<file path="config.mk">
export PLATFORM = sky130hd
export DESIGN_NAME = buzz_arbiter
export DESIGN_NICKNAME = d
export VERILOG_FILES = /design/src/rtl/buzz_arbiter_pkg.sv /design/src/rtl/buzz_arbiter_rr_pick.sv /design/src/rtl/buzz_arbiter.sv
export SDC_FILE = /design/constraint.sdc
export NUM_CORES = 1
export LEC_CHECK = 0
export CAP_MARGIN = 20
export CORE_UTILIZATION = 55
export DETAILED_ROUTE_END_ITERATION = 16
export GPL_TIMING_DRIVEN = 0
export PLACE_DENSITY = 0.87
export SLEW_MARGIN = 0
export SYNTH_ARGS = -nofsm -noshare
export SYNTH_HDL_FRONTEND = slang
export SYNTH_HIERARCHICAL = 1
export SYNTH_SLANG_ARGS = --single-unit
</file>
<file path="constraint.sdc">
create_clock -name CLOCK_50 -period 2.8 [get_ports CLOCK_50]
set_input_delay 0.42 -clock CLOCK_50 [delete_from_list [all_inputs] [get_ports CLOCK_50]]
set_output_delay 0.42 -clock CLOCK_50 [all_outputs]
set_load 0.005 [all_outputs]
</file>
<file path="src/rtl/buzz_arbiter_pkg.sv">
// Shared constants for the buzzer arbiter: state encoding and parameter defaults.
// Display and LED drivers import this package to decode state_o.
package buzz_arbiter_pkg;

   localparam int unsigned N_PLAYERS_DEF   = 4;
   localparam int unsigned TICK_CYCLES_DEF = 50_000_000;
   localparam int unsigned ANSWER_SECS_DEF = 5;
   localparam int unsigned SECS_W          = 4;
   localparam int unsigned STATE_W         = 2;

   typedef enum logic [STATE_W-1:0] {
      ST_IDLE   = 2'd0,
      ST_ARMED  = 2'd1,
      ST_ANSWER = 2'd2,
      ST_UNUSED = 2'd3
   } state_t;

endpackage

</file>
<file path="src/rtl/buzz_arbiter_rr_pick.sv">
// Combinational round-robin selector: grants the first requester at or after i_ptr.
module buzz_arbiter_rr_pick #(
   parameter int unsigned N     = 4,
   parameter int unsigned PTR_W = 2
) (
   input  logic [N-1:0]     i_req,
   input  logic [PTR_W-1:0] i_ptr,
   output logic [N-1:0]     o_grant_c
);

   logic             w_found;
   logic [PTR_W-1:0] w_idx;

   always_comb begin
      o_grant_c = '0;
      w_found   = 1'b0;
      w_idx     = '0;
      for (int i = 0; i < int'(N); i++) begin
         w_idx = PTR_W'((int'(i_ptr) + i) % int'(N));
         if (!w_found && i_req[w_idx]) begin
            o_grant_c[w_idx] = 1'b1;
            w_found          = 1'b1;
         end
      end
   end

endmodule

</file>
<file path="src/rtl/buzz_arbiter.sv">
// Quiz buzzer arbiter: synchronises player buttons, latches the first eligible
// press, runs the answer-window countdown and tracks locked-out players.
module buzz_arbiter
   import buzz_arbiter_pkg::*;
#(
   parameter int unsigned N_PLAYERS   = N_PLAYERS_DEF,
   parameter int unsigned TICK_CYCLES = TICK_CYCLES_DEF,
   parameter int unsigned ANSWER_SECS = ANSWER_SECS_DEF
) (
   input  logic                 CLOCK_50,
   input  logic                 reset_n,
   input  logic [N_PLAYERS-1:0] btn_n,
   input  logic                 arm,
   input  logic                 judge_ok,
   input  logic                 judge_bad,
   output logic [N_PLAYERS-1:0] winner,
   output logic [N_PLAYERS-1:0] locked,
   output logic [SECS_W-1:0]    secs,
   output logic [STATE_W-1:0]   state_o,
   output logic                 round_done
);

   localparam int unsigned PTR_W  = (N_PLAYERS > 2) ? $clog2(N_PLAYERS) : 1;
   localparam int unsigned TICK_W = (TICK_CYCLES > 2) ? $clog2(TICK_CYCLES) : 1;
   localparam logic [N_PLAYERS-1:0] ALL_ONES = {N_PLAYERS{1'b1}};

   logic [N_PLAYERS-1:0] r_sync1;
   logic [N_PLAYERS-1:0] r_sync2;
   logic [N_PLAYERS-1:0] r_prev;
   state_t               r_state;
   logic [N_PLAYERS-1:0] r_winner;
   logic [N_PLAYERS-1:0] r_locked;
   logic [SECS_W-1:0]    r_secs;
   logic                 r_done;
   logic [PTR_W-1:0]     r_ptr;
   logic [TICK_W-1:0]    r_tick;

   state_t               w_state_nxt;
   logic [N_PLAYERS-1:0] w_winner_nxt;
   logic [N_PLAYERS-1:0] w_locked_nxt;
   logic [SECS_W-1:0]    w_secs_nxt;
   logic                 w_done_nxt;
   logic [PTR_W-1:0]     w_ptr_nxt;
   logic [TICK_W-1:0]    w_tick_nxt;
   logic [N_PLAYERS-1:0] w_lock_all;

   logic [N_PLAYERS-1:0] w_press;
   logic [N_PLAYERS-1:0] w_elig;
   logic [N_PLAYERS-1:0] w_grant;
   logic                 w_tick_wrap;
   logic                 w_timeout;

   // Two-flop synchroniser plus a history flop for falling-edge detection.
   always_ff @(posedge CLOCK_50 or negedge reset_n) begin
      if (!reset_n) begin
         r_sync1 <= ALL_ONES;
         r_sync2 <= ALL_ONES;
         r_prev  <= ALL_ONES;
      end else begin
         r_sync1 <= btn_n;
         r_sync2 <= r_sync1;
         r_prev  <= r_sync2;
      end
   end

   assign w_press     = r_prev & ~r_sync2;
   assign w_elig      = w_press & ~r_locked;
   assign w_tick_wrap = (r_tick == TICK_W'(TICK_CYCLES - 1));
   assign w_timeout   = w_tick_wrap && (r_secs == SECS_W'(1));

   buzz_arbiter_rr_pick #(
      .N     (N_PLAYERS),
      .PTR_W (PTR_W)
   ) u_rr_pick (
      .i_req     (w_elig),
      .i_ptr     (r_ptr),
      .o_grant_c (w_grant)
   );

   always_ff @(posedge CLOCK_50 or negedge reset_n) begin
      if (!reset_n) begin
         r_state  <= ST_IDLE;
         r_winner <= '0;
         r_locked <= '0;
         r_secs   <= '0;
         r_done   <= 1'b0;
         r_ptr    <= '0;
         r_tick   <= '0;
      end else begin
         r_state  <= w_state_nxt;
         r_winner <= w_winner_nxt;
         r_locked <= w_locked_nxt;
         r_secs   <= w_secs_nxt;
         r_done   <= w_done_nxt;
         r_ptr    <= w_ptr_nxt;
         r_tick   <= w_tick_nxt;
      end
   end

   // Next-state logic; judge_ok outranks judge_bad, which outranks a timeout.
   always_comb begin
      w_state_nxt  = r_state;
      w_winner_nxt = r_winner;
      w_locked_nxt = r_locked;
      w_secs_nxt   = r_secs;
      w_done_nxt   = 1'b0;
      w_ptr_nxt    = r_ptr;
      w_tick_nxt   = r_tick;
      w_lock_all   = r_locked | r_winner;

      case (r_state)
         ST_IDLE: begin
            w_winner_nxt = '0;
            w_tick_nxt   = '0;
            if (arm) begin
               w_state_nxt  = ST_ARMED;
               w_locked_nxt = '0;
            end
         end
         ST_ARMED: begin
            w_winner_nxt = '0;
            w_tick_nxt   = '0;
            if (|w_elig) begin
               w_state_nxt  = ST_ANSWER;
               w_winner_nxt = w_grant;
               w_secs_nxt   = SECS_W'(ANSWER_SECS);
               for (int i = 0; i < int'(N_PLAYERS); i++) begin
                  if (w_grant[i]) begin
                     w_ptr_nxt = (i == int'(N_PLAYERS) - 1) ? '0 : PTR_W'(i + 1);
                  end
               end
            end
         end
         ST_ANSWER: begin
            if (judge_ok) begin
               w_state_nxt  = ST_IDLE;
               w_winner_nxt = '0;
               w_tick_nxt   = '0;
               w_done_nxt   = 1'b1;
            end else if (judge_bad || w_timeout) begin
               w_locked_nxt = w_lock_all;
               w_winner_nxt = '0;
               w_secs_nxt   = '0;
               w_tick_nxt   = '0;
               if (w_lock_all == ALL_ONES) begin
                  w_state_nxt = ST_IDLE;
                  w_done_nxt  = 1'b1;
               end else begin
                  w_state_nxt = ST_ARMED;
               end
            end else if (w_tick_wrap) begin
               w_tick_nxt = '0;
               w_secs_nxt = r_secs - SECS_W'(1);
            end else begin
               w_tick_nxt = r_tick + TICK_W'(1);
            end
         end
         default: begin
            w_state_nxt  = ST_IDLE;
            w_winner_nxt = '0;
            w_tick_nxt   = '0;
         end
      endcase
   end

   assign winner     = r_winner;
   assign locked     = r_locked;
   assign secs       = r_secs;
   assign state_o    = r_state;
   assign round_done = r_done;

endmodule

</file>
Word level (Yosys, flattened, before mapping)
Cells that the tools add are included.
Operators by class
  add/subtract/negate cells: 5
  magnitude comparators: 8
  equal/unequal tests: 11
  muxes and demuxes: 54
  bitwise operators: 8
  reductions and logical operators: 21
Operators by type and width (number)
  $mux 26: 4
  $mux 4: 14
  $add 26x1->26 const B: 1
  $eq 26x26->1 const B: 1
  $pmux 4 s2: 3
  $mux 1: 16
  $mux 2: 8
  $or 4x4->4: 4
  $lt 2x3->1 const B: 4
  $and 4x4->4: 2
  $bmux 1 s2: 4
  $demux 1 s2: 4
  $ge 2x1->1 const B: 4
  $logic_and 1x1->1: 8
  $ne 2x2->1 const B: 4
  $not 4->4: 2
  $reduce_and 4->1: 2
  $ne 3x3->1 const B: 2
  $pmux 2 s3: 1
  $reduce_and 3->1: 2
  $add 2x2->2 const B: 2
  $eq 4x1->1 const B: 1
  $eq 4x4->1 const B: 1
  $reduce_bool 2->1: 2
  other kinds (9): 11
Word-level totals
  flip-flop bits (word level): 55
  bits of input ports: 9
  output and inout port bits: 15
  logic and storage cells: 117

Logic depth before layout (Yosys ltp)
Gate-level depths: netlist of the first run.
  depth after elaboration: 19
  mapped depth: 9

Cells and area by module
The synthesis of the first run kept the hierarchy.
Modules (own cells, without submodules)
  buzz_arbiter: times used 1, cells each 238, area an instance 2787.7 µm², sequential area each 1391.3 µm²
  buzz_arbiter_rr_pick: times used 1, cells each 36, area an instance 337.8 µm², sequential area each 0.0 µm²

Least setup slack after synthesis of the first run
Ideal clock, no wire load.
  kind: register to register
  start: register r_ptr[0]
  end: register r_ptr[0]
  arrival time: 2.162 ns
  setup slack: 0.515 ns
  stages on the path, launching flop included: 9
  path buffers: 0
  period minus slack after synthesis: 2.285 ns
  cell sequence: dfrtp_1 -> inv_1 -> ha_1 -> mux4_2 -> nor4b_4 -> nand2_1 -> o211ai_1 -> a21oi_1 -> o221a_2
Between the ends
  longest elaborated chain between the ends: 15
RTL lines
  from (decl): line buzz_arbiter.sv:35  | logic [PTR_W-1:0] r_ptr;
  from (signal assigned): line buzz_arbiter.sv:95  | r_ptr <= w_ptr_nxt;
  parallel branches: the longest is 11 deep, another holds $lt 2x3->1
  $mux 4 *: line buzz_arbiter_rr_pick.sv:20  | if (!w_found && i_req[w_idx]) begin
  named net w_grant[1]: line buzz_arbiter.sv:49  | logic [N_PLAYERS-1:0] w_grant;
  $mux 2 (3 in series): line buzz_arbiter.sv:128  | if (w_grant[i]) begin
Mark *: on every way through the listed nets, which the timed path passes. The select of a mux whose other input is x is not followed.
A chain may end at the register's enable or synchronous reset.

Worst setup path in the final report of the first run
  start: register r_prev[2]
  end: register r_ptr[0]
Between the ends
  longest elaborated chain between the ends: 17
RTL lines
  from (decl): line buzz_arbiter.sv:29  | logic [N_PLAYERS-1:0] r_prev;
  from (signal assigned): line buzz_arbiter.sv:62  | r_prev <= r_sync2;
  $and 4x4->4 *: line buzz_arbiter.sv:66  | assign w_press = r_prev & ~r_sync2;
  $and 4x4->4 *: line buzz_arbiter.sv:67  | assign w_elig = w_press & ~r_locked;
  named net w_elig[2]: line buzz_arbiter.sv:48  | logic [N_PLAYERS-1:0] w_elig;
  $bmux 1 s2: line buzz_arbiter_rr_pick.sv:20
  $mux 1 (implied by the code): line buzz_arbiter_rr_pick.sv:20
  $mux 1: line buzz_arbiter_rr_pick.sv:20
  $logic_not 1->1: line buzz_arbiter_rr_pick.sv:20
  $logic_and 1x1->1: line buzz_arbiter_rr_pick.sv:20
  $mux 1: line buzz_arbiter_rr_pick.sv:20
  $logic_not 1->1: line buzz_arbiter_rr_pick.sv:20
  $logic_and 1x1->1: line buzz_arbiter_rr_pick.sv:20
  $mux 1: line buzz_arbiter_rr_pick.sv:20
  $logic_not 1->1: line buzz_arbiter_rr_pick.sv:20
  $logic_and 1x1->1: line buzz_arbiter_rr_pick.sv:20
  $mux 4 *: line buzz_arbiter_rr_pick.sv:20
  named net w_grant[1]: line buzz_arbiter.sv:49
  $mux 2 (3 in series): line buzz_arbiter.sv:128
Mark *: on every way through the listed nets, which the timed path passes. The rest lies on a longest branch. The select of a mux whose other input is x is not followed.

==> results.py, run 1 <==
metrics = {
    "clocking": {
        "cts.hold.buffers_added": 0,
        "cts_sinks": 55,
        "path_clk_slew_ps": 100,
        "cts_made_buffers": 5,
        "insertion_delay_ps": 310,
        "cts_tree": "done",
        "h-tree-depth": 2,
        "root_buffer": "clkbuf_8",
        "clockBufferDepth": 2,
    },
    "drt": {
        "via_per_inst": 5.70,
        "drt_iter0_drc": 81,
        "firstDrtPassIters": 10,
        "drc": 2,
        "vias": 2156,
        "wl_per_cell_um": 15.7,
        "totalWireLength_mm": 5.94,
        "postRouteAntennaNets": 0,
    },
    "synthesis": {
        "synthTopCellsByArea": "dfrtp_1, dfstp_2, nor2_4, xor2_1, ha_1",
        "synth_nets": 292,
        "ys_types": 59,
        "dominantRegCellSynth": "dfrtp_1",
        "netlist_area_sq_mm": 0.00313,
        "avgSynthCellArea_sq_um": 11.4,
        "yosysWarnings": 6,
        "synth_cells": 274,
        "async_flop_share_pct": 100,
        "synth_top_area_share_pct": 34.4,
        "synth-edff-count": 0,
        "yosys_register_bits": 55,
        "synth_largest_area_cell": "dfrtp_1",
        "seq_area_frac_synth_pct": 44.5,
    },
    "die": {
        "initial_utilization_pct": 56.8,
        "io_pins": 24,
        "die-area_sq_mm": 0.00599,
        "die_y_um": 77.4,
        "row_count": 27,
        "die_w_um": 77.4,
        "core_area_sq_mm": 0.00551,
    },
    "timing": {
        "slew_violations": 0,
        "finalCritPeriodShare_pct": 91.7,
        "hold_ws_ps": 114,
        "slew_headroom_pct": 49.6,
        "finalCriticalPeriod_ps": 2570,
        "worst_pin_slew_ps": 749,
        "fin_skew_ps": 9.92,
        "max_freq_mhz": 389,
        "tns_ps": 0,
        "setup_violations": 0,
        "rsz0062_at_grt": "false",
        "final-hold-violation-count": 0,
    },
    "finish": {
        "num-fill-cells": 452,
        "diodes": 0,
        "regArea_sq_mm": 0.00139,
        "syn2layout_area_growth_pct": 13.8,
        "multi_input_area_sq_mm": 0.00159,
        "drive_gt1_share_pct": 24.2,
        "nets": 323,
        "fin_area_sq_mm": 0.00356,
    },
    "worst_setup_path": {
        "cp_slowest_stage_delay_ps": 580,
        "critical_path.cell_chain": "nor3b_1, mux4_1, nor4b_4, nand2_1, o211ai_1, a21oi_1, o221a_2",
        "critPathKind": "reg -> reg",
        "cp_slowest_cell": "nor3b_1",
        "end_kind": "register",
        "cp-start-kind": "register",
        "worstPathRequired_ps": 3010,
        "crit_arrival_ps": 2780,
        "reg2reg_depth": 7,
        "worst-path-max-fanout": 6,
        "r2r-start": "r_prev[2]",
        "crit_start": "r_prev[2]",
    },
    "pwr": {
        "power.density_mw_per_mm2": 596,
        "ir_drop_mv": 0.353,
        "cellLeakagePower_uw": 0.00142,
    },
    "placed_design": {
        "place.gp.congestion": 0.860,
        "dpl_cell_area_sq_mm": 0.00346,
        "place_hpwl_mm": 4.42,
        "numPortBuffers": 23,
    },
    "grt": {
        "antenna_found_initial": 0,
        "grt_max_degree": 30,
        "track_usage_pct": 22.4,
        "gr-total-overflow": 0,
        "grt_pass1_wl_mm": 10.5,
        "grt_pass1_vias": 2230,
    },
    "min_path": {
        "hold_class": "in -> async",
    },
    "job": {
        "drv_cap": 0,
    },
    "run_status": {
        "violations": "DRC",
        "status": "finished, violations left",
    },
}
==> metrics by stage <==
stage	util, %	setup WS (ps)	power [uW]	instances
floorplan	-	515	1440	274
global placement	62.6	-279	1640	369
detailed placement	62.8	208	1690	370
CTS	64.6	187	2140	378
global route	64.6	105	2250	378
finish	64.6	232	2120	378
==> final timing paths <==
kind	to	slack, ps
hold / removal	r_ptr[1]	110
min in group CLOCK_50	r_sync2[2]	350
setup / recovery	r_ptr[0]	230
setup reg to reg	r_ptr[0]	230
hold reg to reg	r_sync2[2]	350
max in group asynchronous	r_sync2[3]	2040
==> registers in the layout, indices dropped and copies added (netlist names) <==
| name | count |
|---|---|
| r_tick | 26 |
| locked | 4 |
| secs | 4 |
| r_ptr | 2 |
| round_done | 1 |
| r_sync1 | 4 |
| state_o | 2 |
| r_prev | 4 |
| r_sync2 | 4 |
| winner | 4 |
==> routing by layer <==
layer,vias up,track usage [%],wire length (um)
met5,-,0,0
met4,0,7.36,87
met3,8,4.00,161
met2,36,38.2,3020
met1,1066,28.9,2680
li1,1046,-,-
==> cell usage in the layout, fill, tap and decap left out, types with 9 or more instances in the layout <==
master | Yosys | layout
inv_1 | 13 | 13
xnor2_1 | 9 | 9
dfstp_2 | 12 | 12
nor2_1 | 16 | 16
xor2_1 | 14 | 14
dfrtp_1 | 43 | 42
clkdlybuf4s50_1 | 0 | 22
nand2_1 | 20 | 20
nor2_4 | 18 | 18
nand3_1 | 9 | 9
ha_1 | 9 | 9
==> cell type report <==
| type | count | share of cell area (%) |
|---|---|---|
| inverters | 13 | 1.37 |
| flip-flops and latches | 55 | 39.2 |
| clock inverters | 3 | 0.704 |
| repair buffers | 24 | 6.90 |
| clock buffers | 5 | 1.94 |
| multi-input cells | 198 | 44.8 |
| well taps | 72 | 2.53 |
| plain buffers | 8 | 2.64 |
==> power breakdown <==
| part | switching (uW) | internal, uW |
|---|---|---|
| registers | 91.6 | 869 |
| logic | 354 | 357 |
| clock network | 267 | 179 |
==> cells in the mapped netlist, types with 3 or more instances <==
library cell and number:
dfrtp_1 43, nand2_1 20, nor2_4 18, nor2_1 16, xor2_1 14, inv_1 13, dfstp_2 12, ha_1 9
nand3_1 9, xnor2_1 9, nor3b_1 8, a21oi_1 7, nand4_1 7, a22o_1 6, nor3_1 6, a21o_2 4
buf_6 4, o211ai_1 4, and3_1 3, and4_1 3, nand3_2 3, nor3_2 3, o22a_1 3, or3_1 3
==> logic make-up (layout without fill, tap and decap cells) <==
group,count (synthesis),after routing,share of synthesized area (%)
AO/OA/AOI/OAI,43,43,10.7
flip-flops,55,55,44.5
multiplexers,5,5,3.48
XOR/XNOR,23,23,6.45
AND/OR/NAND/NOR,118,118,26.7
buffers and inverters,21,53,4.56
adder cells (fa/ha/maj),9,9,3.60
==> what timing repair did <==
item / 4_1_cts / 5_1_grt
endpoints found under the setup margin: 0 / 1
setup buffers: 0 / 0
resized for setup: 0 / 1
==> critical path, delay by kind of cell (launching register included) <==
family	cells	cell delay, ps
and+or+nand+nor	3	1000
AOI/OAI and AO/OA	3	550
DFF	1	530
muxes	1	400
No activity file was read; power rests on OpenSTA's default activity.
==> inputs of run 2 (changes only) <==
SKIP_LAST_GASP = 1   (was default)
==> results of run 2 <==
No change in the layout: final DEF, timing and power equal those of run 1.
==> inputs of run 3 (changes only) <==
MAX_ROUTING_LAYER = met4   (was default)
clock period = 3.1 ns   (was 2.8 ns; I/O delays follow)
==> run 3 against run 2 <==
  * The run still ends with DRC left
  * Flip-flop and latch count unchanged
  * Critical path type unchanged
  * Final area about the same
  * Clock power is 9.8% lower
  * Wire length increased by 0.24%
  * Power is 9.6% lower
  * Non-clock buffer count unchanged
==> results.py, run 3 (synthesis gave the netlist of run 1 again) <==
metrics = {
    "clocking": {
        "path_clk_slew_ps": 100,
        "cts_resized": 0,
        "cts.hold.buffers_added": 0,
        "cts_tree": "done",
        "root_buffer": "clkbuf_8",
        "cts_sinks": 55,
        "clockBufferDepth": 2,
        "h-tree-depth": 2,
        "cts_made_buffers": 5,
        "insertion_delay_ps": 310,
        "post_cts_buffers": 0,
    },
    "finish": {
        "final_common_cell": "dfrtp_1",
        "drive_gt1_share_pct": 23.9,
        "instances_no_fill": 378,
        "nets": 323,
        "diodes": 0,
        "largest_reg_flops": 26,
        "syn2layout_area_growth_pct": 13.7,
        "final_util_pct": 64.6,
        "top_register": "r_tick",
        "final_cell_mix": "dfrtp_1, clkdlybuf4s50_1, nand2_1, nor2_4, nor2_1",
    },
    "worst_setup_path": {
        "cp_slowest_stage_delay_ps": 580,
        "critical_path.cell_chain": "inv_1, ha_1, mux4_2, nor4b_4, nand2_1, o211ai_1, a21oi_1, o221a_2",
        "crit_arrival_ps": 2850,
        "reg2reg_depth": 8,
        "cp-start-kind": "register",
        "crit_buf_inv": 1,
        "worstPathRequired_ps": 3310,
        "worst-path-max-fanout": 10,
        "reg2reg_slack_ps": 460,
        "critPathTopFamily": "flip-flops",
        "critPathKind": "reg -> reg",
        "end_kind": "register",
        "r2r-end": "r_ptr[0]",
        "r2r-start": "r_ptr[0]",
        "cp_slowest_cell": "dfrtp_1",
    },
    "placed_design": {
        "dpl.cell_count": 370,
        "dp_slack_ps": 508,
        "place_hpwl_mm": 4.42,
        "numPortBuffers": 23,
        "place.gp.congestion": 0.874,
    },
    "die": {
        "io_pins": 24,
        "die_w_um": 77.4,
        "row_count": 27,
        "initial_utilization_pct": 56.8,
        "die_y_um": 77.4,
        "die-area_sq_mm": 0.00599,
        "core_area_sq_mm": 0.00551,
    },
    "drt": {
        "postRouteAntennaNets": 0,
        "firstDrtPassIters": 10,
        "via_per_inst": 5.68,
        "totalWireLength_mm": 5.96,
        "drt_iter0_drc": 82,
        "wl_per_cell_um": 15.8,
        "drc": 2,
        "vias": 2148,
    },
    "timing": {
        "setup_violations": 0,
        "finalCriticalPeriod_ps": 2640,
        "final-hold-violation-count": 0,
        "finalCritPeriodShare_pct": 85.0,
        "setup_ws_ps": 465,
        "fin_skew_ps": 9.65,
        "worst_pin_slew_ps": 749,
        "slew_violations": 0,
        "max_freq_mhz": 379,
        "slew_headroom_pct": 49.7,
        "rsz0062_at_grt": "false",
    },
    "grt": {
        "track_usage_pct": 23.2,
        "grt_max_degree": 30,
        "grt_pass1_vias": 2229,
        "antenna_found_initial": 0,
        "grt_pass1_wl_mm": 10.6,
        "gr-total-overflow": 0,
    },
    "min_path": {
        "hold_class": "in -> async",
    },
    "pwr": {
        "ir_drop_mv": 0.318,
        "cellLeakagePower_uw": 0.00143,
        "power.density_mw_per_mm2": 539,
    },
    "job": {
        "drv_cap": 0,
    },
    "run_status": {
        "status": "finished, violations left",
        "violations": "DRC",
    },
}
==> run 3: changes by cell type in the layout (fill, tap and decap cells not counted) <==
cell / delta
dfrtp_1: +1
dfrtp_2: -1
==> run 3: worst max-delay path by stage <==
stage,start,end,slack [ps],cells past startpoint
floorplan,r_ptr[0],r_ptr[0],820,8
global route,r_ptr[0],r_ptr[0],260,9
global placement,reset_n,r_tick[19],-20,1
CTS,r_ptr[0],r_ptr[0],490,9
finish,r_ptr[0],r_ptr[0],460,8
detailed placement,r_ptr[0],r_ptr[0],510,8
==> run 3: worst reg2reg max path, stage by stage (launching register included) <==
cell      delay, ps
dfrtp_1         580
inv_1           150
ha_1            350
mux4_2          400
nor4b_4         400
nand2_1         110
o211ai_1        180
a21oi_1         110
o221a_2         260
==> run 3: where the power goes <==
part / total (uW) / switching (uW) / internal [uW]
Clock: 403 / 241 / 162
Sequential: 867 / 83.1 / 784
Combinational: 645 / 322 / 323
Total: 1920 / 646 / 1270
==> run 3: per-stage QoR <==
step / instance area [sq um] / hold slack, ps / TNS (ps) / total power [uW]
2_1_floorplan: 3130 / 169 / 0 / 1300
3_5_place_dp: 3460 / 347 / 0 / 1520
5_1_grt: 3550 / 199 / 0 / 2040
4_1_cts: 3550 / 178 / 0 / 1930
6_report: 3550 / 160 / 0 / 1920
3_3_place_gp: 3450 / 347 / -934 / 1480
==> run 3: cell type report <==
type,count,area (sq um)
clock inverter,3,25.0
fill,453,1950
tap,72,90.1
sequential,55,1390
clock buffer,5,68.8
multi-input combinational,198,1590
timing repair buffer,24,245
inverter,13,48.8
buffer,8,93.8
==> run 3: layer usage <==
layer / part of all wire [%] / up-vias / GRT usage, %
met3: 2.7 / 8 / 4.00
met5: 0 / - / -
li1: - / 1042 / -
met2: 51 / 33 / 38.4
met1: 45 / 1065 / 29.0
met4: 1.5 / 0 / 7.36
